[src/rtl/ghost_ram_ctrl.sv]
// Write-side controller for the ghost sprite RAM: round-robin arbitration between
// the host bus (A) and the animation engine (B), plus a whole-RAM fill engine.
module ghost_ram_ctrl #(
  parameter int ADDR_WIDTH = 10,
  parameter int DATA_WIDTH = 2
) (
  input  logic                  clk,
  input  logic                  reset_n,
  input  logic                  a_req,
  input  logic [ADDR_WIDTH-1:0] a_addr,
  input  logic [DATA_WIDTH-1:0] a_data,
  output logic                  a_gnt,
  input  logic                  b_req,
  input  logic [ADDR_WIDTH-1:0] b_addr,
  input  logic [DATA_WIDTH-1:0] b_data,
  output logic                  b_gnt,
  input  logic                  fill_start,
  input  logic [DATA_WIDTH-1:0] fill_color,
  output logic                  fill_busy,
  output logic                  fill_done,
  output logic                  ram_we,
  output logic [ADDR_WIDTH-1:0] ram_addr_w,
  output logic [DATA_WIDTH-1:0] ram_din
);

  typedef enum logic [1:0] {
    S_IDLE = 2'd0,
    S_FILL = 2'd1,
    S_DONE = 2'd2
  } state_t;

  localparam logic [ADDR_WIDTH-1:0] CNT_ONE  = ADDR_WIDTH'(1);
  localparam logic [ADDR_WIDTH-1:0] CNT_LAST = {ADDR_WIDTH{1'b1}};

  state_t                  state_q, state_d;
  logic [ADDR_WIDTH-1:0]   cnt_q, cnt_d;
  logic [DATA_WIDTH-1:0]   color_q, color_d;
  logic                    last_b_q, last_b_d;
  logic                    ram_we_q, ram_we_d;
  logic [ADDR_WIDTH-1:0]   ram_addr_q, ram_addr_d;
  logic [DATA_WIDTH-1:0]   ram_din_q, ram_din_d;

  always_ff @(posedge clk or negedge reset_n) begin
    if (!reset_n) begin
      state_q    <= S_IDLE;
      cnt_q      <= '0;
      color_q    <= '0;
      last_b_q   <= 1'b1;
      ram_we_q   <= 1'b0;
      ram_addr_q <= '0;
      ram_din_q  <= '0;
    end else begin
      state_q    <= state_d;
      cnt_q      <= cnt_d;
      color_q    <= color_d;
      last_b_q   <= last_b_d;
      ram_we_q   <= ram_we_d;
      ram_addr_q <= ram_addr_d;
      ram_din_q  <= ram_din_d;
    end
  end

  always_comb begin
    state_d    = state_q;
    cnt_d      = cnt_q;
    color_d    = color_q;
    last_b_d   = last_b_q;
    ram_we_d   = 1'b0;
    ram_addr_d = ram_addr_q;
    ram_din_d  = ram_din_q;
    a_gnt      = 1'b0;
    b_gnt      = 1'b0;

    // Requesters are locked out only while fill writes are being issued.
    if (state_q != S_FILL) begin
      if (a_req && (!b_req || last_b_q)) begin
        a_gnt = 1'b1;
      end else if (b_req) begin
        b_gnt = 1'b1;
      end
    end

    if (a_gnt) begin
      ram_we_d   = 1'b1;
      ram_addr_d = a_addr;
      ram_din_d  = a_data;
      last_b_d   = 1'b0;
    end else if (b_gnt) begin
      ram_we_d   = 1'b1;
      ram_addr_d = b_addr;
      ram_din_d  = b_data;
      last_b_d   = 1'b1;
    end

    case (state_q)
      S_IDLE: begin
        if (fill_start) begin
          state_d = S_FILL;
          cnt_d   = '0;
          color_d = fill_color;
        end
      end
      S_FILL: begin
        ram_we_d   = 1'b1;
        ram_addr_d = cnt_q;
        ram_din_d  = color_q;
        if (cnt_q == CNT_LAST) begin
          state_d = S_DONE;
        end else begin
          cnt_d = cnt_q + CNT_ONE;
        end
      end
      S_DONE: begin
        state_d = S_IDLE;
      end
      default: begin
        state_d = S_IDLE;
      end
    endcase
  end

  assign fill_busy  = (state_q == S_FILL);
  assign fill_done  = (state_q == S_DONE);
  assign ram_we     = ram_we_q;
  assign ram_addr_w = ram_addr_q;
  assign ram_din    = ram_din_q;

endmodule

[config.mk]
export PLATFORM = sky130hd
export DESIGN_NAME = ghost_ram_ctrl
export DESIGN_NICKNAME = d
export VERILOG_FILES = /design/src/rtl/ghost_ram_ctrl.sv
export SDC_FILE = /design/constraint.sdc
export NUM_CORES = 1
export LEC_CHECK = 0
export CAP_MARGIN = 20
export CORE_MARGIN = 2
export CORE_UTILIZATION = 42
export DETAILED_ROUTE_END_ITERATION = 8
export PLACE_DENSITY = 0.83
export SYNTH_ARGS = -nofsm -noshare
export SYNTH_HDL_FRONTEND = slang
export SYNTH_SLANG_ARGS = --single-unit
[constraint.sdc]
create_clock -name clk -period 1.27 [get_ports clk]
set_input_delay 0.127 -clock clk [delete_from_list [all_inputs] [get_ports clk]]
set_output_delay 0.127 -clock clk [all_outputs]
set_load 0.02 [all_outputs]
==> summary.md <==
| Metric | Value |
|---|---|
| Seq pwr share | `0.373` |
| NetSw | `0.00142 W` |
| Final non-filler cell total | `a little under 300` |
| Final critical-path share of the clock period | `1.11` |
| Largest net degree at the start of global routing | `29` |
| # hold bufs at CTS | `0` |
| Io pins | `between 40 and 50` |
| Root Driver | `clkbuf_8` |
| Clk slew on worst S/H paths | `around 100 ps` |
| Initial DRC Count | `54` |
| Arr. time, crit path | `1290 ps` |
| Antenna violations before repair | `0` |
| Startpoint Class | `flip-flop` |
| Total die area | `~0.0042 sq mm` |
| R2R cell count | `5` |
| Asr flop ratio synth | `1.00` |
| Num rows | `22` |
| Clk pwr share | `0.149` |
| Die height | `64.6 microns` |
| Combinational Power Share | `0.478` |
| Final Hold Fails | `0` |
| Minimum clock period | `1420 ps` |
| Yosys synthesis warning count | `0` |
| Syn avg cell area | `between 8 and 9 sq um` |
| Setup Skew | `approximately 8.3 ps` |
| TritonCTS buffer count | `3` |
| Area delta synth->final | `57.7%` |
| Flop-to-flop setup slack | `-110 ps` |
| Core area | `approximately 0.0036 sq mm` |
| PortBufs | `47` |
| Total power | `roughly 0.0038 W` |
| Critical path class | `flip-flop to output port` |
| Status | `finished, violations left` |
| Remaining DRCs | `0` |
| CTS tree | `done` |
| Net Sw Frac | `0.377` |
| Setup_tns | `-1220 ps` |
| Vias in the first global route | `approximately 1500` |
| Post-synthesis sequential area ratio | `0.455` |
| Dpl cells | `between 200 and 300` |
| PwrDens | `approximately 1500 mW/mm^2` |
| Slew HR | `0.786` |
| Worst r2r dst | `cnt_q[1]$_DFFE_PN0P_` |
| CTS Sinks | `28` |
| Crit. End Element | `output port` |
| Final WL | `roughly 4.2 mm` |
| Share of cells above drive strength 1 | `0.267` |
| Pleak | `about 1.1 nW` |
| Max-capacitance violation count | `0` |
| Unrepaired setup endpoints after global routing | `yes` |
| RR Startpoint | `cnt_q[0]$_DFFE_PN0P_` |
| Die W | `64.6 microns` |
| DR vias/cell | `between 5 and 6` |
| Crit Path Max Fanout | `4` |
| DR WL/cell | `about 14 microns` |
| Yosys reg bits | `28` |
| P_int | `0.00234 W` |
| Gate Count Post-Synth | `173` |
| Min-Delay Path Class | `primary input to async pin` |
| Detail Placement HPWL | `between 2 and 3 mm` |
| Routability cong. | `~0.87` |
| Final setup margin | `-145 ps` |
| Clock latency on the worst-skew pair | `280 ps` |
| EDFF count, synth | `0` |
| Final hold slack | `~190 ps` |
| Most common cell after layout, fill and taps aside | `clkdlybuf4s50_1` |
| Most frequent cells in the layout | `clkdlybuf4s50_1, dfrtp_1, buf_4` |
| Final nets | `around 280` |
| CP Launch Point | `last_b_q$_DFFE_PN1P_` |
| Syn_nets | `a little over 200` |
| Antenna cells | `0` |
| Overflow after GRT | `0` |
| WP data required | `between 1000 and 1500 ps` |
| Worst-margin pin slew | `~320 ps` |
| Via count | `between 1500 and 2000` |
| Primary FF master, synth | `dfrtp_1` |
| Netlist cell types | `38` |
| Maximum vdd drop | `1.08 mV` |
| CTS Buffer Depth | `2` |
| First-pass GRT wire length | `roughly 6.9 mm` |
| GR Util All Layers | `0.211` |
| DP Area | `~0.0023 sq mm` |
| Fin. max-slew vios | `0` |
| Max H-tree Level | `1` |
| Final setup fails | `22` |
| ANT nets after route | `0` |
| Fin area | `around 0.0024 sq mm` |
| Fmax | `just over 700 MHz` |
| Failing checks | `setup timing` |
| Drt first pass iters | `4` |
| Mapped Area | `between 0.0015 and 0.002 sq mm` |
| Initial Util | `0.428` |
layout make-up:
type	count	area [sq um]
Fill cell	284	1170
Multi-Input combinational cell	118	842
Timing Repair Buffer	76	709
Sequential cell	28	702
Inverter	17	66.3
Tap cell	48	60.1
Clock buffer	4	55.1
layer usage:
layer / up-vias / track usage / share of wire
met2: 35 / 0.372 / 0.50
li1: 755 / - / -
met1: 739 / 0.256 / 0.43
met4: 0 / 0.0638 / 0.020
met3: 11 / 0.0469 / 0.046
met5: - / 0 / 0
synth_stat cells (2+ instances only):
master	number	share of area
a21oi_1	3	0.0097
and3_1	4	0.016
nand2b_1	2	0.0081
nand3_1	5	0.016
o21ai_0	33	0.11
nor2_1	5	0.012
o22ai_1	2	0.0081
o221ai_1	2	0.011
mux2i_1	2	0.013
nor2b_1	2	0.0081
buf_2	5	0.016
mux2_2	2	0.015
inv_1	17	0.041
o21ai_1	3	0.0097
clkbuf_1	5	0.012
dfrtp_1	27	0.44
nand4_1	3	0.012
o211a_1	12	0.078
nand2_1	20	0.049
critical path: stages (launching register included):
cell and delay [ps]:
dfstp_2 540, nor2b_2 40, nand2b_4 150, and3_4 150
buf_6 120
per-stage QoR:
stage,util,setup WS (ps)
5_1_grt,0.675,-174
3_5_place_dp,0.631,-516
2_1_floorplan,-,-1.57
6_report,0.675,-145
3_3_place_gp,0.631,-494
4_1_cts,0.659,-149
sequential cells by signal (all words and copies together) (netlist names):
signal      flops
color_q         2
cnt_q          10
ram_we          1
last_b_q        1
ram_din         2
state_q         2
ram_addr_w     10
power by group through the flow:
stage	sequential, W	combinational [W]	clock [W]
2_1_floorplan	0.00169	0.000575	0
3_3_place_gp	0.00142	0.00169	0
3_5_place_dp	0.00142	0.00173	0
4_1_cts	0.00140	0.00172	0.000566
5_1_grt	0.00144	0.00197	0.000611
6_report	0.00140	0.00180	0.000561
logic make-up after synthesis:
family / Yosys count / share of synthesized area
multiplexers: 4 / 0.0276
AO/OA/AOI/OAI: 64 / 0.270
flip-flops: 28 / 0.455
adder cells (fa/ha/maj): 1 / 0.00810
buffers and inverters: 27 / 0.0697
AND/OR/NAND/NOR: 49 / 0.170
how the worst max path moves through the flow:
stage | to
finish | b_gnt
global route | b_gnt
detailed placement | b_gnt
global placement | b_gnt
CTS | b_gnt
floorplan | ram_addr_w[0]$_DFFE_PN0P_
timing repair:
| action | 4_1_cts | 5_1_grt |
|---|---|---|
| endpoints found under the setup margin | 39 | 28 |
| hold endpoints to repair | 0 | 0 |
| gates resized for setup | 54 | 16 |
| buffers inserted | 3 | 1 |
| pin swaps | 8 | 6 |
(Power assumes the default switching activity.)
